==> config.mk <==
export PLATFORM = sky130hd
export DESIGN_NAME = operand_entry_fsm
export DESIGN_NICKNAME = d
export VERILOG_FILES = /design/src/rtl/calc_pkg.sv /design/src/rtl/button_debouncer.sv /design/src/rtl/operand_entry_fsm.sv
export SDC_FILE = /design/constraint.sdc
export NUM_CORES = 1
export LEC_CHECK = 0
export ABC_AREA = 1
export CAP_MARGIN = 20
export CORE_ASPECT_RATIO = 1.25
export CORE_MARGIN = 4
export CORE_UTILIZATION = 48
export CTS_BUF_LIST = sky130_fd_sc_hd__clkbuf_4
export CTS_CLUSTER_DIAMETER = 120
export DETAILED_ROUTE_END_ITERATION = 7
export GPL_TIMING_DRIVEN = 0
export HOLD_SLACK_MARGIN = 0.15
export PLACE_DENSITY = 0.8
export SETUP_SLACK_MARGIN = 0.02
export SYNTH_ARGS = -nofsm -noshare
export SYNTH_HDL_FRONTEND = slang
export SYNTH_SLANG_ARGS = --single-unit
export TNS_END_PERCENT = 10
==> constraint.sdc <==
create_clock -name clock -period 1.72 [get_ports clock]
set_clock_uncertainty 0.15 [all_clocks]
set_input_delay 0.43 -clock clock [delete_from_list [all_inputs] [get_ports clock]]
set_output_delay 0.43 -clock clock [all_outputs]
set_load 0.01 [all_outputs]
==> src/rtl/calc_pkg.sv <==
// Shared types for the 4-bit calculator: opcode encoding, operand-entry states and default width.
package calc_pkg;

    localparam int unsigned CALC_WIDTH = 4;

    typedef enum logic [1:0] {
        OP_ADD = 2'b00,
        OP_SUB = 2'b01,
        OP_OR  = 2'b10,
        OP_EQ  = 2'b11
    } op_t;

    typedef enum logic [1:0] {
        GET_A   = 2'b00,
        GET_B   = 2'b01,
        GET_OP  = 2'b10,
        PRESENT = 2'b11
    } entry_state_t;

endpackage

==> src/rtl/button_debouncer.sv <==
// Two-flop synchroniser plus counting debouncer for a raw pushbutton.
// Emits a single-cycle press pulse on each accepted 0->1 transition.
module button_debouncer #(
    parameter int unsigned DEBOUNCE_CYCLES = 16
) (
    input  logic clock,
    input  logic clear,
    input  logic btn_raw,
    output logic press
);

    localparam int unsigned CntW = (DEBOUNCE_CYCLES > 1) ? $clog2(DEBOUNCE_CYCLES) : 1;
    localparam logic [CntW-1:0] CountMax = CntW'(DEBOUNCE_CYCLES - 1);

    logic            sync_meta;
    logic            sync;
    logic            stable;
    logic [CntW-1:0] count;

    always_ff @(posedge clock) begin
        if (clear) begin
            sync_meta <= 1'b0;
            sync      <= 1'b0;
            stable    <= 1'b0;
            count     <= '0;
            press     <= 1'b0;
        end else begin
            sync_meta <= btn_raw;
            sync      <= sync_meta;
            press     <= 1'b0;
            if (sync != stable) begin
                if (count == CountMax) begin
                    // Accept the new level; pulse registered on the same edge it is accepted.
                    stable <= sync;
                    count  <= '0;
                    press  <= sync;
                end else begin
                    count <= count + CntW'(1);
                end
            end else begin
                count <= '0;
            end
        end
    end

endmodule

==> src/rtl/operand_entry_fsm.sv <==
// Operand entry stage: captures A, B and opcode on successive ENTER presses and
// presents the triple downstream with a valid/ready handshake.
module operand_entry_fsm
    import calc_pkg::*;
#(
    parameter int unsigned WIDTH           = CALC_WIDTH,
    parameter int unsigned DEBOUNCE_CYCLES = 16
) (
    input  logic             clock,
    input  logic             clear,
    input  logic [WIDTH-1:0] sw,
    input  logic [1:0]       op_sw,
    input  logic             enter_btn,
    input  logic             ready,
    output logic [WIDTH-1:0] a,
    output logic [WIDTH-1:0] b,
    output logic [1:0]       op,
    output logic             valid,
    output logic [1:0]       phase
);

    entry_state_t state_q, state_d;
    logic         press;
    logic         cap_a, cap_b, cap_op;
    logic [WIDTH-1:0] a_q, b_q;
    op_t              op_q;

    button_debouncer #(
        .DEBOUNCE_CYCLES (DEBOUNCE_CYCLES)
    ) u_debouncer (
        .clock   (clock),
        .clear   (clear),
        .btn_raw (enter_btn),
        .press   (press)
    );

    always_ff @(posedge clock) begin
        if (clear) begin
            state_q <= GET_A;
        end else begin
            state_q <= state_d;
        end
    end

    // Presses while PRESENT fall through to the default hold and are dropped.
    always_comb begin
        state_d = state_q;
        unique case (state_q)
            GET_A:   if (press) state_d = GET_B;
            GET_B:   if (press) state_d = GET_OP;
            GET_OP:  if (press) state_d = PRESENT;
            PRESENT: if (ready) state_d = GET_A;
            default: state_d = GET_A;
        endcase
    end

    always_comb begin
        cap_a  = press && (state_q == GET_A);
        cap_b  = press && (state_q == GET_B);
        cap_op = press && (state_q == GET_OP);
        valid  = (state_q == PRESENT);
        phase  = state_q;
        a      = a_q;
        b      = b_q;
        op     = op_q;
    end

    always_ff @(posedge clock) begin
        if (clear) begin
            a_q  <= '0;
            b_q  <= '0;
            op_q <= OP_ADD;
        end else begin
            if (cap_a)  a_q  <= sw;
            if (cap_b)  b_q  <= sw;
            if (cap_op) op_q <= op_t'(op_sw);
        end
    end

endmodule

==> results of run 1 <==
## cell type report
class | count | share of cell area
Timing Repair Buffer | 22 | 0.183
Clock buffer | 3 | 0.0205
Inverter | 14 | 0.0479
Sequential cell | 20 | 0.372
Clock inverter | 1 | 0.0274
Multi-Input combinational cell | 70 | 0.324
Buffer | 1 | 0.00457
Tap cell | 18 | 0.0205
## layer usage
| metal | vias to the layer above | share of wire | global-route usage |
|---|---|---|---|
| met3 | 5 | 0.041 | 0.0201 |
| met2 | 12 | 0.50 | 0.266 |
| met5 | - | 0 | 0 |
| li1 | 378 | - | - |
| met4 | 0 | 0.033 | 0.102 |
| met1 | 311 | 0.42 | 0.153 |
## worst max path at each step
stage / end / startpoint
finish: valid / phase[0]
global route: valid / phase[0]
CTS: valid / phase[0]
detailed placement: valid / phase[0]
global placement: b[3] / clear
floorplan: phase[0] / phase[0]
## what timing repair did
item	4_1_cts	5_1_grt
endpoints found under the setup margin	13	0
hold buffers	0	0
resized for setup	20	0
buffers inserted	0	0
## per-stage QoR
stage / hold slack [ps] / std cells / area [sq um]
detailed placement: 251 / 145 / 1060
global route: 294 / 149 / 1100
floorplan: 238 / 105 / 813
finish: 265 / 149 / 1100
CTS: 270 / 149 / 1100
global placement: 245 / 145 / 1060
## cells by family (layout without fill, tap and decap cells)
logic type	after synthesis	in the layout
buffers and inverters	15	41
flip-flops	20	20
AO/OA/AOI/OAI	12	12
AND/OR/NAND/NOR	50	50
adder cells (fa/ha/maj)	5	5
XOR/XNOR	3	3
## power groups by stage
stage               logic (mW)  registers, mW  clock network [mW]
global placement         0.257          0.515                   0
global route             0.295          0.519               0.414
finish                   0.251          0.515               0.381
CTS                      0.254          0.516               0.390
detailed placement       0.266          0.518                   0
floorplan                0.174          0.520                   0
## cells in the mapped netlist
cell type	count	area (sq um)
sky130_fd_sc_hd__a21oi_1	1	5.00
sky130_fd_sc_hd__clkbuf_2	1	5.00
sky130_fd_sc_hd__dfxtp_1	20	400
sky130_fd_sc_hd__ha_1	5	62.6
sky130_fd_sc_hd__inv_1	13	48.8
sky130_fd_sc_hd__inv_2	1	3.75
sky130_fd_sc_hd__nand2_1	7	26.3
sky130_fd_sc_hd__nand2_2	2	12.5
sky130_fd_sc_hd__nand3_1	5	25.0
sky130_fd_sc_hd__nand4_1	1	6.26
sky130_fd_sc_hd__nor2_1	33	124
sky130_fd_sc_hd__nor2_2	1	6.26
sky130_fd_sc_hd__nor4_1	1	6.26
sky130_fd_sc_hd__o21ai_0	11	55.1
sky130_fd_sc_hd__xnor2_1	1	8.76
sky130_fd_sc_hd__xor2_1	2	17.5
## flip-flops by register name (all words and copies together) (netlist names)
register               count
a                          4
b                          4
op                         2
phase                      2
u_debouncer.count          4
u_debouncer.press          1
u_debouncer.stable         1
u_debouncer.sync           1
u_debouncer.sync_meta      1
## tightest hold or removal path: stages, from the launching register on
cell,delay (ps)
sky130_fd_sc_hd__dfxtp_1,310
sky130_fd_sc_hd__inv_1,40
sky130_fd_sc_hd__nor2_1,30
==> parameters.txt, run 1 <==
Parameter                              Value

Min path
  Worst-case hold path end point ... u_debouncer.sync
  Cells on Worst Hold Path ... 2
  Worst Hold Class ... flip-flop to flip-flop
  Source of the worst hold timing path ... u_debouncer.sync_meta

Routing
  Remaining DRCs ... 0
  Drt pass-1 iters ... 4
  DRT antenna net count ... 0
  Routed via count ... 706
  Routed wire length ... 1450 um
  Post-detailed-route wirelength per cell ... slightly below 10 um
  Number of violations reported at the end of detailed-routing iteration 0 ... 12
  Routed via count divided by cell count ... roughly 4.7

Pwr
  Final Power ... around 1.1 mW
  Pwr per Cell Area ... 1050 nW/um^2
  Switching part of the total power ... 0.266
  Gate power share ... 0.219
  Share of total power in the clock network ... 0.332
  Part of the power in registers ... 0.449
  Internal power of the cells ... between 0.8 and 0.9 mW
  Switching power ... 0.305 mW
  Worst-case vdd ir drop ... 1.04 mV
  Leakage power of the design ... 0.535 nW

Clock tree
  Root Driver ... sky130_fd_sc_hd__clkbuf_4
  Worst-path clk slew ... 110 ps
  Clock tree from TritonCTS ... done
  CTS H-tree lvls ... 1
  Clock tree sinks ... 20
  Insertion delay to the later sink of the worst-skew pair ... 300 ps
  Total CTS buffers ... 3
  Maximum clock path buffer count ... 2

Floorplan
  Boundary Pins ... 23
  DIE HEIGHT ... 54.0 um
  Std cell rows ... 16
  Total Die Area ... 2420 sq um
  Core outline area ... about 1600 sq um
  Initial Utilization ... 0.514
  Width of the die ... 44.8 um

Logic synthesis
  Compound-gate portion of the synthesized area ... 0.0738
  Sequential cell area fraction in the yosys report ... 0.492
  Mapped Area ... 813 sq um
  Number of storage elements in the synthesis netlist ... 20
  Arithmetic-cell share of the synthesized area counting full adders, half adders and majority gates ... 0.0769
  Synthesized-area fraction occupied by xor and xnor cells ... 0.0323
  Portion of netlist area occupied by mux cells ... 0
  Per-instance average area after synthesis ... 7.75 sq um
  Largest family of logic cells by synthesized area ... simple AND/OR/NAND/NOR gates
  Synthesized instance count ... around 110
  Post-synth net total ... 120
  Number of distinct library cells after synthesis ... 16
  Share of synthesized cell area in and, or, nand and nor gates ... 0.254
  Number of synthesis warnings ... 0

Worst setup path
  Crit Reg-Reg Endpoint ... phase[1]
  Family with the most delay on the worst path ... flip-flops
  Depth of the worst register-to-register path ... 6
  Worst-case register-to-register setup slack ... around 390 ps
  Cell-by-cell trace of the critical path ... ha_1 > buf_2
  Combined buffer and inverter count along the critical path ... 1
  Data required time at the worst endpoint ... about 1100 ps
  Worst Path Max Fanout ... 5
  Worst reg2reg path startpoint ... phase[0]
  Critical path start-end classification ... flip-flop to primary output
  Critical path's slowest cell ... sky130_fd_sc_hd__dfxtp_4
  Number of cells on the critical path ... 2
  Critical Path Start Type ... flip-flop
  Worst path max stage delay ... 380 ps
  Kind of end point of the critical path ... primary output
  Critical path arrival ... 1030 ps

Placed design
  Setup Slack @ Placement ... -2.31 ps
  Final GP Congestion ... 0.792
  Placed wire-length estimate after detailed placement ... 1160 um
  Input/output buffers ... 22

Cells and area
  Footprint of the flip-flops and latches ... 408 sq um
  Most used cells in the layout excluding fill and tap cells ... sky130_fd_sc_hd__nor2_1 (33), sky130_fd_sc_hd__dfxtp_1 (18), sky130_fd_sc_hd__inv_1 (13)
  Final-layout fill cell count ... between 100 and 150
  Most common cell after layout, fill and taps aside ... sky130_fd_sc_hd__nor2_1
  Fraction of final layout cells with drive strength greater than 1 ... 0.0916
  Number of nets in the finished design ... 147
  Synth-to-Final Area Change ... 34.8%
  Core Util, Final ... 0.693
  Antenna diodes ... 0
  Multi-input gate area ... between 300 and 400 sq um

Timing
  Slew at the pin with the worst max-slew slack ... 226 ps
  Fin crit period ... 1610 ps
  Period Utilization, post-route ... 0.933
  Tightest slew margin relative to the limit ... 0.848
  Unrepaired setup endpoints after global routing ... no
  Post-route worst setup slack ... 115 ps
  Final setup violating endpoints ... 0
  Setup_tns ... 0 ps
  Hold violation count in the final report ... 0
  Slew Viols, Final ... 0
  Fmax achieved ... between 0.6 and 0.7 GHz

Global routing
  Pin count of the biggest net entering global routing ... 13
  Antenna violations before repair ... 0
  First-pass GRT wire length ... 2600 um
  Combined global-route utilization of all metal layers ... 0.147
  Via count of the first global-routing pass ... 681
  Total congestion overflow ... 0

Outcome
  Result of the run ... finished clean

Flow run
  Number of max-capacitance violations reported ... 0
Note: power is estimated with default switching activity, not from simulation.
==> run 2: changes to the inputs <==
- CTS_BUF_LIST: sky130_fd_sc_hd__clkbuf_4 -> sky130_fd_sc_hd__clkbuf_8
==> run 2 against run 1 <==
Compared with the run above:
- cell count is the same
- die area is the same
- combinational power is essentially flat
- via count shrank 1.3%
- global-route usage grew 0.70 points
- count of clock-buffer cells in the layout is the same
- design area grew 1.9%
- total power grew 7.0%
- setup slack lost 31 ps
- highest routed layer unchanged
- largest power group unchanged
==> parameters.txt, run 2 (synthesis gave the netlist of run 1 again) <==
Parameter                              Value

Floorplan
  Width of the die ... 44.8 um
  Total Die Area ... 2420 sq um
  Core outline area ... 1580 sq um
  DIE HEIGHT ... 54.0 um
  Std cell rows ... 16
  Boundary Pins ... 23
  Initial Utilization ... 0.514

Outcome
  Result of the run ... finished clean

Timing
  Fmax achieved ... around 0.61 GHz
  Tightest slew margin relative to the limit ... 0.848
  Hold slack ... 260 ps
  Slew at the pin with the worst max-slew slack ... 226 ps
  Final setup violating endpoints ... 0
  Hold violation count in the final report ... 0
  Fin crit period ... 1640 ps
  Period Utilization, post-route ... 0.952
  Slew Viols, Final ... 0
  Unrepaired setup endpoints after global routing ... no

Placed design
  Input/output buffers ... 22
  Placed cell count ... 145
  Placed wire-length estimate after detailed placement ... 1160 um
  Final GP Congestion ... 0.792

Clock tree
  Insertion delay to the later sink of the worst-skew pair ... 260 ps
  Maximum clock path buffer count ... 2
  Root Driver ... sky130_fd_sc_hd__clkbuf_8
  Clock tree sinks ... 20
  Worst-path clk slew ... 70 ps
  Total CTS buffers ... 3
  Clock tree from TritonCTS ... done
  Cts-stage hold buffer count ... 0
  CTS H-tree lvls ... 1

Cells and area
  Most used cells in the layout excluding fill and tap cells ... sky130_fd_sc_hd__nor2_1 (33), sky130_fd_sc_hd__dfxtp_1 (18), sky130_fd_sc_hd__inv_1 (13)
  Synth-to-Final Area Change ... 37.4%
  Footprint of the flip-flops and latches ... approximately 400 sq um
  Core Util, Final ... 0.706
  Multi-input gate area ... 355 sq um
  Antenna diodes ... 0
  Fraction of final layout cells with drive strength greater than 1 ... 0.0840
  Non-filler cells, final ... 149
  Final-layout fill cell count ... about 150
  Number of nets in the finished design ... 147
  Most common cell after layout, fill and taps aside ... sky130_fd_sc_hd__nor2_1

Global routing
  Via count of the first global-routing pass ... 694
  Total congestion overflow ... 0
  Antenna violations before repair ... 0
  Pin count of the biggest net entering global routing ... 13
  Combined global-route utilization of all metal layers ... 0.154
  First-pass GRT wire length ... 2730 um

Routing
  Number of violations reported at the end of detailed-routing iteration 0 ... 10
  Post-detailed-route wirelength per cell ... 10.1 um
  Routed via count divided by cell count ... 4.68
  Drt pass-1 iters ... 4
  Routed wire length ... 1510 um
  DRT antenna net count ... 0
  Routed via count ... 697
  Remaining DRCs ... 0

Flow run
  Number of max-capacitance violations reported ... 0

Worst setup path
  Worst-case register-to-register setup slack ... 390 ps
  Worst Path Max Fanout ... 5
  Critical path arrival ... 1060 ps
  Data required time at the worst endpoint ... approximately 1100 ps
  Kind of end point of the critical path ... primary output
  Critical path start-end classification ... flip-flop to primary output
  Critical Path Start Type ... flip-flop

Pwr
  Pwr per Cell Area ... 1100 nW/um^2
  Worst-case vdd ir drop ... 0.852 mV
  Leakage power of the design ... 0.541 nW
  Final Power ... 1.23 mW

Min path
  Worst Hold Class ... flip-flop to flip-flop
## run 2: cell types whose count changed in the layout (fill, tap and decap cells not counted), sizes merged
cell,change
buf,-1
clkdlybuf4s15,+1
## run 2: metal layers
| layer | track usage | wire, um | part of all wire | vias to the layer above |
|---|---|---|---|---|
| li1 | - | - | - | 377 |
| met1 | 0.158 | 624 | 0.41 | 304 |
| met2 | 0.285 | 785 | 0.52 | 12 |
| met3 | 0.0401 | 75 | 0.050 | 4 |
| met4 | 0.0732 | 21 | 0.014 | 0 |
| met5 | 0 | 0 | 0 | - |
## run 2: timing repair
action / 4_1_cts / 5_1_grt
resized for setup: 15 / 2
setup buffers: 0 / 0
endpoints found under the setup margin: 13 / 1
## run 2: cell type report
type                            instances  share of cell area
Sequential cell                        20               0.363
Clock buffer                            3              0.0370
Clock inverter                          1              0.0269
Inverter                               14              0.0470
Buffer                                  1             0.00448
Timing Repair Buffer                   22               0.184
Multi-Input combinational cell         70               0.318
Tap cell                               18              0.0202
## run 2: stage by stage
step                      instance area, sq um  TNS, ps  worst slack (ps)
final                                     1120        0              83.4
after global routing                      1120        0              46.8
after CTS                                 1110        0              27.0
after detailed placement                  1060    -2.31             -2.31
after global placement                    1060        0              9.18
after floorplan                            813        0               349
## run 2: final timing paths
path                         start                to  cells past startpoint
min          u_debouncer.sync_meta  u_debouncer.sync                      2
max reg2reg               phase[0]          phase[1]                      6
min reg2reg  u_debouncer.sync_meta  u_debouncer.sync                      2
max                       phase[0]             valid                      2
## run 2: critical path: stages, from the launching register on
cell                              delay [ps]
sky130_fd_sc_hd__dfxtp_4                 360
sky130_fd_sc_hd__ha_1                    210
sky130_fd_sc_hd__clkdlybuf4s15_1         230
## run 2: where the power goes
group	switching [mW]	total (mW)	internal [mW]	leakage [nW]
registers	0.0232	0.512	0.489	0.163
logic	0.138	0.253	0.115	0.343
clock network	0.151	0.462	0.311	0.0357
